--- config.mk ---
export PLATFORM = sky130hd
export DESIGN_NAME = mem_port_arb
export DESIGN_NICKNAME = d
export VERILOG_FILES = /design/src/rtl/mem_port_arb.sv
export SDC_FILE = /design/constraint.sdc
export NUM_CORES = 1
export LEC_CHECK = 0
export BUFFER_PORTS_ARGS = -buffer_cell sky130_fd_sc_hd__buf_4
export CAP_MARGIN = 20
export CORE_MARGIN = 2
export CORE_UTILIZATION = 49
export DETAILED_ROUTE_END_ITERATION = 16
export PLACE_DENSITY_LB_ADDON = 0.08
export SYNTH_ARGS = -nofsm -noshare
export SYNTH_HDL_FRONTEND = slang
export SYNTH_SLANG_ARGS = --single-unit
export TNS_END_PERCENT = 10
--- constraint.sdc ---
create_clock -name clk -period 2.1 [get_ports clk]
set_input_delay 0.42 -clock clk [delete_from_list [all_inputs] [get_ports clk]]
set_output_delay 0.42 -clock clk [all_outputs]
set_load 0.1 [all_outputs]
--- src/rtl/mem_port_arb.sv ---
// mem_port_arb: buffers IF and MEM-stage request pulses in one-entry slots and serialises them onto one memory port.
// Optional macro MEM_ARB_RR_EN: round-robin between the two slots when both are full (default: data beats instruction).
module mem_port_arb #(
    parameter int          TIMEOUT_W = 4,
    parameter logic [31:0] ERR_DATA  = 32'hDEAD_BEEF
) (
    input  logic        clk,
    input  logic        rstn,
    input  logic        if_ren,
    input  logic [31:0] if_addr,
    output logic        if_valid,
    output logic [31:0] if_rdata,
    input  logic [3:0]  da_ren,
    input  logic [3:0]  da_wen,
    input  logic [31:0] da_addr,
    input  logic [31:0] da_wdata,
    output logic        da_valid,
    output logic [31:0] da_rdata,
    output logic        mem_req,
    output logic [3:0]  mem_we,
    output logic [31:0] mem_addr,
    output logic [31:0] mem_wdata,
    input  logic        mem_rvalid,
    input  logic [31:0] mem_rdata,
    output logic        err_ovf,
    output logic        err_tmo
);

    typedef enum logic {IDLE, WAIT} state_t;

    state_t               state_q, state_d;
    logic                 if_full_q;
    logic [31:0]          if_addr_q;
    logic                 da_full_q;
    logic [3:0]           da_we_q;
    logic [31:0]          da_addr_q;
    logic [31:0]          da_wdata_q;
    logic                 owner_da_q;
    logic [TIMEOUT_W-1:0] tmo_cnt_q;
    logic [TIMEOUT_W-1:0] tmo_inc;

    logic        da_pulse;
    logic        da_wins;
    logic        grant_if, grant_da;
    logic        rd_done, rd_tmo;
    logic [31:0] rsp_data;

    assign da_pulse = (|da_ren) | (|da_wen);
    assign tmo_inc  = tmo_cnt_q + TIMEOUT_W'(1);
    assign rsp_data = rd_tmo ? ERR_DATA : mem_rdata;

`ifdef MEM_ARB_RR_EN
    logic last_da_q;  // 1 when the most recent grant went to the data port

    assign da_wins = !(if_full_q && last_da_q);

    always_ff @(posedge clk or negedge rstn) begin
        if (!rstn)        last_da_q <= 1'b0;
        else if (mem_req) last_da_q <= grant_da;
    end
`else
    assign da_wins = 1'b1;
`endif

    // NOTE: every signal written here gets a default first, so no path leaves one unassigned and no latch is inferred.
    always_comb begin
        state_d  = state_q;
        grant_if = 1'b0;
        grant_da = 1'b0;
        rd_done  = 1'b0;
        rd_tmo   = 1'b0;
        case (state_q)
            IDLE: begin
                grant_da = da_full_q && da_wins;
                grant_if = if_full_q && !grant_da;
                if (grant_if || (grant_da && da_we_q == 4'd0)) state_d = WAIT;
            end
            WAIT: begin
                if (mem_rvalid) begin
                    rd_done = 1'b1;
                    state_d = IDLE;
                end else if (&tmo_inc) begin
                    rd_tmo  = 1'b1;
                    state_d = IDLE;
                end
            end
            default: state_d = IDLE;
        endcase
    end

    assign mem_req   = grant_if | grant_da;
    assign mem_we    = grant_da ? da_we_q : 4'd0;
    assign mem_addr  = grant_da ? da_addr_q : (grant_if ? if_addr_q : 32'd0);
    assign mem_wdata = grant_da ? da_wdata_q : 32'd0;

    // NOTE: state registers use non-blocking assignments so every flop samples the pre-edge values of the others.
    always_ff @(posedge clk or negedge rstn) begin
        if (!rstn) begin
            state_q    <= IDLE;
            tmo_cnt_q  <= '0;
            owner_da_q <= 1'b0;
        end else begin
            state_q <= state_d;
            if (mem_req) begin
                tmo_cnt_q  <= '0;
                owner_da_q <= grant_da;
            end else if (state_q == WAIT) begin
                tmo_cnt_q <= tmo_inc;
            end
        end
    end

    // NOTE: slot payloads are reset along with the full flags so the whole slot is empty after reset.
    always_ff @(posedge clk or negedge rstn) begin
        if (!rstn) begin
            if_full_q  <= 1'b0;
            if_addr_q  <= '0;
            da_full_q  <= 1'b0;
            da_we_q    <= '0;
            da_addr_q  <= '0;
            da_wdata_q <= '0;
        end else begin
            // A pulse landing on the grant cycle reloads the slot instead of being dropped.
            if (if_ren && (!if_full_q || grant_if)) begin
                if_full_q <= 1'b1;
                if_addr_q <= if_addr;
            end else if (grant_if) begin
                if_full_q <= 1'b0;
            end
            if (da_pulse && (!da_full_q || grant_da)) begin
                da_full_q  <= 1'b1;
                da_we_q    <= da_wen;
                da_addr_q  <= da_addr;
                da_wdata_q <= da_wdata;
            end else if (grant_da) begin
                da_full_q <= 1'b0;
            end
        end
    end

    always_ff @(posedge clk or negedge rstn) begin
        if (!rstn) begin
            if_valid <= 1'b0;
            if_rdata <= '0;
            da_valid <= 1'b0;
            da_rdata <= '0;
            err_ovf  <= 1'b0;
            err_tmo  <= 1'b0;
        end else begin
            if_valid <= 1'b0;
            da_valid <= 1'b0;
            if (grant_da && da_we_q != 4'd0) begin
                da_valid <= 1'b1;
                da_rdata <= '0;
            end
            if (rd_done || rd_tmo) begin
                if (owner_da_q) begin
                    da_valid <= 1'b1;
                    da_rdata <= rsp_data;
                end else begin
                    if_valid <= 1'b1;
                    if_rdata <= rsp_data;
                end
            end
            err_ovf <= err_ovf | (if_ren && if_full_q && !grant_if)
                               | (da_pulse && da_full_q && !grant_da);
            err_tmo <= err_tmo | rd_tmo;
        end
    end

endmodule

==> results of run 1 <==
[stage by stage]
step / setup WS (ns) / area, sq um
floorplan: -0.243 / 7490
global placement: 0.0488 / 9870
detailed placement: 0.0120 / 9870
CTS: -0.179 / 11400
global route: -0.209 / 11600
finish: -0.141 / 11600
[timing repair]
item / in CTS / in global routing
setup buffers: 0 / 5
hold endpoints to repair: 30 / 0
setup endpoints to repair: 81 / 107
gates resized for setup: 217 / 25
cloned: 0 / 2
pin swaps: 21 / 19
hold buffers: 1 / 0
[synth_stat cells, types with 2 or more instances]
cell	n	area, sq um
a21oi_1	26	130
buf_2	9	45.0
nor2_1	2	7.51
nor2b_1	4	25.0
ha_1	2	25.0
or4_1	2	15.0
and2_1	36	225
nand2b_1	2	12.5
dfrtp_1	176	4400
nor4b_1	24	210
a22o_1	40	350
mux2_2	80	901
o22a_1	24	210
nand2_1	48	180
inv_1	3	11.3
mux2_4	20	300
nand4_1	8	50.1
buf_6	3	33.8
clkbuf_1	30	113
nand3_1	3	15.0
o21ai_0	15	75.1
buf_4	2	15.0
[sequential cells by signal, indices dropped and copies added, names as in the netlist]
| register | flops |
|---|---|
| da_addr_q | 32 |
| da_rdata | 32 |
| da_wdata_q | 32 |
| if_addr_q | 32 |
| if_rdata | 32 |
| da_we_q | 4 |
| tmo_cnt_q | 4 |
| da_full_q | 1 |
| da_valid | 1 |
| err_ovf | 1 |
| err_tmo | 1 |
| if_full_q | 1 |
| if_valid | 1 |
| owner_da_q | 1 |
| state_q | 1 |
[logic make-up after synthesis]
kind of cell	share of synthesized area (%)
flops	59.0
simple gates	10.4
compound gates	11.0
mux	16.1
buf+inv	3.07
fa+ha+maj	0.335
xor+xnor	0.117
[final cells by class]
type / count / area (sq um)
timing repair buffer: 306 / 3260
inverter: 5 / 21.3
sequential: 176 / 4410
clock inverter: 12 / 154
clock buffer: 20 / 467
fill: 949 / 3470
tap: 188 / 235
multi-input combinational: 350 / 3020
[metal layers]
| layer | part of all wire, % | track usage (%) |
|---|---|---|
| met5 | 0 | 0 |
| met4 | 2.4 | 9.83 |
| met3 | 8.0 | 8.04 |
| met2 | 51 | 42.7 |
| met1 | 39 | 32.0 |
[worst reg2reg max path: stages, from the launching register on]
cell	delay, ns
dfrtp_2	0.44
ha_1	0.24
nor2b_2	0.15
a21oi_1	0.09
o211ai_1	0.32
nand2_1	0.18
buf_4	0.20
a22o_1	0.24
[how the worst max path moves through the flow]
stage	slack, ns	end	startpoint	cells after the start
final	-0.14	mem_addr[24]	state_q	6
after global routing	-0.21	mem_addr[26]	state_q	6
after CTS	-0.18	mem_addr[26]	state_q	6
after detailed placement	0.01	da_addr_q[25]	da_wen[1]	6
after global placement	0.05	da_addr_q[15]	da_wen[1]	6
after floorplan	-0.24	mem_addr[18]	da_full_q	5
==> results_dict.tcl, run 1 <==
set metrics [dict create \
    run_status "complete, but fails checks" \
    violations "setup timing" \
    grt_pass1_vias 6010 \
    synthDistinctLibCells 39 \
    netlist_area_sq_mm 0.00747 \
    setup.worst_path.start_class "flip-flop" \
    gr-total-overflow 0 \
    critical_path_arrival_ns 1.82 \
    finalSetupTns_ns -4.21 \
    cts.sink_count 176 \
    setup_violations 69 \
    min_period_ns 2.24 \
    layout_commonest_cell "buf_4" \
    io_buffers 276 \
    final.setup.worst_slack_ns -0.141 \
    final_cell_mix "222 x buf_4, 172 x dfrtp_1, 80 x mux2_2" \
    max_freq_mhz 446 \
    place_congestion 0.833 \
    ant_nets 0 \
    finalClockSkew_ns 0.00872 \
    syn-num-nets 718 \
    area_growth_pct 54.9 \
    min_path_cells 2 \
    r2r-start "tmo_cnt_q[0]" \
    maxCapViolCount 0 \
    dominantRegCellSynth "dfrtp_1" \
    cpPeakStageDelay_ns 0.44 \
    async_reset_ff_share_pct 100 \
    worst_pin_slew_ns 0.880 \
    crit_family "buffers and inverters" \
    vias 5832 \
    wire_per_inst_um 20.2 \
    diodes 0 \
    rsz0062_at_grt "yes" \
    wl_um 21300 \
    drcViolationCount 0 \
    clk_latency_ns 0.42 \
    cts_tree "done" \
    fp.dieW_um 127 \
    r2r_end "if_rdata[22]" \
    cts.path.max_buffers 2 \
    dp_hpwl_um 14100 \
    relSlewSlack_pct 40.9 \
    hold_end "if_rdata[27]" \
    worst_path_max_delay_cell "dfrtp_2" \
    hold_viol 0 \
    antenna_found_initial 0 \
    dp_cells 1017 \
    synth_edf_count 0 \
    yosys_warnings 0 \
    ctsHtreeMaxLevel 4 \
    timing.hold.ws_ns 0.214 \
    grt_pass1_wl_um 32700 \
    regToRegSetupSlack_ns 0.12 \
    synth_cells 576 \
    critPathKind "flip-flop to output pin" \
    drt_iter0_drc 390 \
    dr.pass1.iters 6 \
    grt.total_usage_pct 25.8 \
    start_util_pct 49.7 \
    final_max_slew_viol_count 0 \
    crit_fanout 16 \
    seq_area_frac_synth_pct 59.0 \
    boundaryPins 277 \
    clkTransAtPathRegs_ns 0.07 \
    dieArea_sq_mm 0.0162 \
    coreArea_sq_mm 0.0150 \
    hold_class "primary input to flip-flop" \
    fin_crit_sh_pct 107 \
    finish.utilization_pct 76.9 \
    endpoint_kind "output pin" \
    synth_area_per_cell_sq_um 13.0 \
    numCtsBuffers 17 \
    min_from "mem_rdata[27]" \
    grt_max_degree 50 \
    synth.ff_latch_count 176 \
    cp_num_buf_inv 3 \
    die_h_um 127 \
    r2r_cells 7 \
    crit_top_cell "buf_12" \
    row_count 45 \
    avgViaCountPerCell 5.52 \
    final_cells 1057 \
    root_buffer "clkbuf_16" \
    cp_cell_sequence "inv_2 > nand2_4 > nor2_4 > buf_12 > a22o_1 > buf_12" \
    drive_gt1_share_pct 56.4 \
    crit_required_ns 1.68 \
    final_net_count 998 \
]
Power of run 1 is not shown: default switching activity piles up to over one toggle a cycle in this logic, so the estimate is an artifact.
==> run 2: changes to the inputs <==
- CELL_PAD_IN_SITES_DETAIL_PLACEMENT: default -> 0
- CELL_PAD_IN_SITES_GLOBAL_PLACEMENT: default -> 1
- CORE_UTILIZATION: 49 -> 38
==> run 2 against run 1 <==
Against the previous run:
- the flow still finishes with violations (setup timing)
- non-clock buffer count increased by 12
- global-route usage down 5.0 points
- flip-flop and latch count unchanged
- critical path depth did not move
- sequential share of layout area decreased by 1.5 points
- setup slack improved by 0.00061 ns
- final cell count increased by 8.2%
- core utilization down 15 points
- clock-buffer cell count shrank 2
- critical endpoint is now mem_addr[20]
==> results_dict.tcl, run 2 (same netlist as run 1, synthesis figures left out) <==
set metrics [dict create \
    worst_pin_slew_ns 0.993 \
    die_h_um 144 \
    cts.sink_count 176 \
    io_buffers 276 \
    cts_tree "done" \
    min_period_ns 2.24 \
    met1_length_um 8750 \
    clkTransAtPathRegs_ns 0.07 \
    setup_violations 68 \
    grt.total_usage_pct 20.9 \
    finalClockSkew_ns 0.0121 \
    wire_per_inst_um 19.3 \
    dr.pass1.iters 6 \
    relSlewSlack_pct 33.3 \
    finish.utilization_pct 62.0 \
    final_cell_mix "223 x buf_4, 174 x dfrtp_1, 81 x buf_12" \
    multiInputGateArea_sq_mm 0.00317 \
    boundaryPins 277 \
    dr_wl_met3_um 1740 \
    critical_path_arrival_ns 1.82 \
    rsz0062_at_grt "yes" \
    drive_gt1_share_pct 59.2 \
    final_max_slew_viol_count 0 \
    crit_family "buffers and inverters" \
    max_freq_mhz 446 \
    cts.path.max_buffers 2 \
    crit_fanout 6 \
    run_status "complete, but fails checks" \
    worst_path_max_delay_cell "dfrtp_2" \
    grt_max_degree 55 \
    final_net_count 1010 \
    setup.worst_path.start_class "flip-flop" \
    wl_met2_um 11100 \
    root_buffer "clkbuf_16" \
    regArea_sq_mm 0.00441 \
    vias 5823 \
    clk_latency_ns 0.43 \
    place_congestion 0.811 \
    numCtsBuffers 17 \
    dieArea_sq_mm 0.0208 \
    wl_um 22100 \
    fillers 1571 \
    gr-total-overflow 0 \
    row_count 51 \
    start_util_pct 38.5 \
    topRoutingLayerUsed "met4" \
    maxCapViolCount 0 \
    antenna_found_initial 0 \
    hold_viol 0 \
    dp_hpwl_um 14700 \
    cpPeakStageDelay_ns 0.42 \
    avgViaCountPerCell 5.09 \
    grt_pass1_wl_um 33400 \
    cp_num_buf_inv 4 \
    final.setup.worst_slack_ns -0.140 \
    crit_top_cell "buf_6" \
    grt_pass1_vias 6123 \
    area_growth_pct 61.2 \
    drt_iter0_drc 257 \
    violations "setup timing" \
    crit_required_ns 1.68 \
    cp_cell_sequence "buf_6 > nor2b_4 > buf_6 > clkbuf_16 > a22o_1 > buf_12" \
    endpoint_kind "output pin" \
    drcViolationCount 0 \
    ant_nets 0 \
    layout_commonest_cell "buf_4" \
    fp.dieW_um 144 \
    coreArea_sq_mm 0.0194 \
    critPathKind "flip-flop to output pin" \
    fin_crit_sh_pct 107 \
    hold_class "primary input to flip-flop" \
    diodes 0 \
    ctsHtreeMaxLevel 4 \
]
run 2: final cells by class:
class	instances	share of cell area (%)
flip-flops and latches	176	36.6
repair buffers	318	29.4
multi-input cells	350	26.3
clock buffers	18	3.65
well taps	265	2.75
clock inverters	12	1.10
inverters	5	0.156
run 2: path summary, 6_finish.rpt:
check / to / from / slack [ns] / cells after the start
setup reg to reg: da_rdata[3] / da_we_q[3] / 0.20 / 5
hold reg to reg: err_tmo / err_tmo / 0.48 / 1
max in group asynchronous: da_full_q / rstn / 0.89 / 3
setup / recovery: mem_addr[20] / state_q / -0.14 / 6
min in group asynchronous: if_rdata[28] / rstn / 0.53 / 2
hold / removal: if_rdata[21] / mem_rdata[21] / 0.22 / 2
run 2: worst register-to-register path, delay by kind of cell (launching register included):
kind | cells | cell delay, ns
DFF | 1 | 0.41
buffers and inverters | 1 | 0.30
and+or+nand+nor | 3 | 0.95
AOI/OAI and AO/OA | 1 | 0.16
run 2: what timing repair did:
action | CTS | global route
hold buffers | 1 | 0
resized for setup | 222 | 65
buffers inserted | 7 | 3
endpoints found under the setup margin | 69 | 85
pin swaps | 13 | 41
endpoints found under the hold margin | 51 | 0
cloned | 3 | 4
run 2: metal layers:
layer	vias up	track usage, %
li1	2662	-
met1	2925	25.9
met2	212	34.2
met3	24	7.12
met4	0	7.15
met5	-	0
run 2: stage by stage:
step	TNS [ns]	setup slack [ns]	hold slack (ns)	std cells	cell area, sq um
CTS	-6.94	-0.142	0.202	1139	11600
global placement	0	0.106	0.422	1098	10000
floorplan	-12.44	-0.243	0.124	576	7490
detailed placement	0	0.0937	0.428	1098	10000
global route	-9.68	-0.199	0.199	1144	12000
finish	-5.35	-0.140	0.217	1144	12000
Power of run 2 is left out for the same reason.
==> run 3: changes to the inputs <==
- SKIP_CTS_REPAIR_TIMING: default -> 1
- SLEW_MARGIN: default -> 15
==> run 3 against run 2 <==
Against the previous run:
- largest cell class unchanged
- register-to-register slack got worse by 0.04 ns
- the run still ends with setup timing left
- non-clock buffer count decreased by 10
- setup slack got worse by 0.025 ns
- first-iteration DRC count increased by 7.0%
- flip-flop and latch count unchanged
- die area unchanged
==> results_dict.tcl, run 3 (same netlist as run 1, synthesis figures left out) <==
set metrics [dict create \
    rsz0062_at_grt "yes" \
    relSlewSlack_pct 29.5 \
    min_period_ns 2.27 \
    run_status "complete, but fails checks" \
    setup.worst_path.start_class "flip-flop" \
    die_h_um 144 \
    grt_pass1_wl_um 31600 \
    fin_crit_sh_pct 108 \
    coreArea_sq_mm 0.0194 \
    critical_path_arrival_ns 1.85 \
    setup_violations 68 \
    timing.hold.ws_ns 0.220 \
    gr-total-overflow 0 \
    final_cell_mix "223 x buf_4, 174 x dfrtp_1, 80 x mux2_2" \
    drive_gt1_share_pct 56.6 \
    avgViaCountPerCell 5.11 \
    cts.path.max_buffers 2 \
    root_buffer "clkbuf_16" \
    final_net_count 1000 \
    numCtsBuffers 17 \
    min_path_cells 2 \
    critPathKind "flip-flop to output pin" \
    cts.sink_count 176 \
    boundaryPins 277 \
    endpoint_kind "output pin" \
    diodes 0 \
    clkTransAtPathRegs_ns 0.07 \
    vias 5795 \
    r2r_cells 5 \
    cts_tree "done" \
    grt_max_degree 55 \
    violations "setup timing" \
    fp.dieW_um 144 \
    start_util_pct 38.5 \
    crit_fanout 8 \
    hold_viol 0 \
    antenna_found_initial 0 \
    layout_commonest_cell "buf_4" \
    maxCapViolCount 0 \
    io_buffers 276 \
    place_congestion 0.811 \
    worst_pin_slew_ns 1.05 \
    wl_um 21300 \
    dr.pass1.iters 6 \
    finalClockSkew_ns 0.0149 \
    ctsHtreeMaxLevel 4 \
    grt.total_usage_pct 19.6 \
    drt_iter0_drc 275 \
    final.setup.worst_slack_ns -0.165 \
    ant_nets 0 \
    grt_pass1_vias 5957 \
    final_max_slew_viol_count 0 \
    dieArea_sq_mm 0.0208 \
    wire_per_inst_um 18.8 \
    hold_class "primary input to flip-flop" \
    row_count 51 \
    crit_required_ns 1.68 \
    clk_latency_ns 0.43 \
    drcViolationCount 0 \
    dp_hpwl_um 14700 \
    max_freq_mhz 441 \
    area_growth_pct 56.4 \
]
run 3: changes by cell type in the layout (fill, tap and decap cells not counted), sizes merged:
cell | previous run | this run
buf | 315 | 305
run 3: metal layers:
layer	vias up	GRT usage, %	wire length [um]	part of all wire [%]
met2	214	32.1	10500	49
met3	26	6.82	1790	8.4
met1	2915	23.9	8510	40
met4	0	7.66	442	2.1
li1	2640	-	-	-
met5	-	0	0	0
run 3: critical path, cell delays in order, from the launching register on:
cell,delay (ns)
dfrtp_2,0.45
inv_2,0.10
nand2_4,0.06
nor2_4,0.13
buf_12,0.14
clkbuf_16,0.16
a22o_1,0.19
buf_12,0.19
run 3: area by class of cell:
type	instances	area [sq um]
Clock buffer	18	439
Clock inverter	12	133
Fill cell	1591	7720
Inverter	5	18.8
Multi-Input combinational cell	350	3060
Sequential cell	176	4410
Tap cell	265	332
Timing Repair Buffer	308	3290
run 3: path summary, 6_finish.rpt:
path / start / endpoint / slack (ns)
worst min-delay path: da_addr[16] / da_addr_q[16] / 0.22
worst max-delay path: state_q / mem_addr[25] / -0.17
worst max register to register: da_we_q[3] / da_rdata[3] / 0.16
max in group asynchronous: rstn / da_full_q / 0.88
worst min register to register: err_tmo / err_tmo / 0.48
min in group asynchronous: rstn / if_rdata[28] / 0.53
run 3: through the flow:
step / util [%] / setup WS [ns] / TNS (ns) / instance area [sq um] / instances
floorplan: - / -0.243 / -12.44 / 7490 / 576
global placement: 51.7 / 0.106 / 0 / 10000 / 1098
detailed placement: 51.7 / 0.0937 / 0 / 10000 / 1098
CTS: 54.6 / -0.260 / -12.83 / 10600 / 1128
global route: 60.2 / -0.245 / -10.66 / 11700 / 1134
finish: 60.2 / -0.165 / -4.38 / 11700 / 1134
Power of run 3 is left out for the same reason.
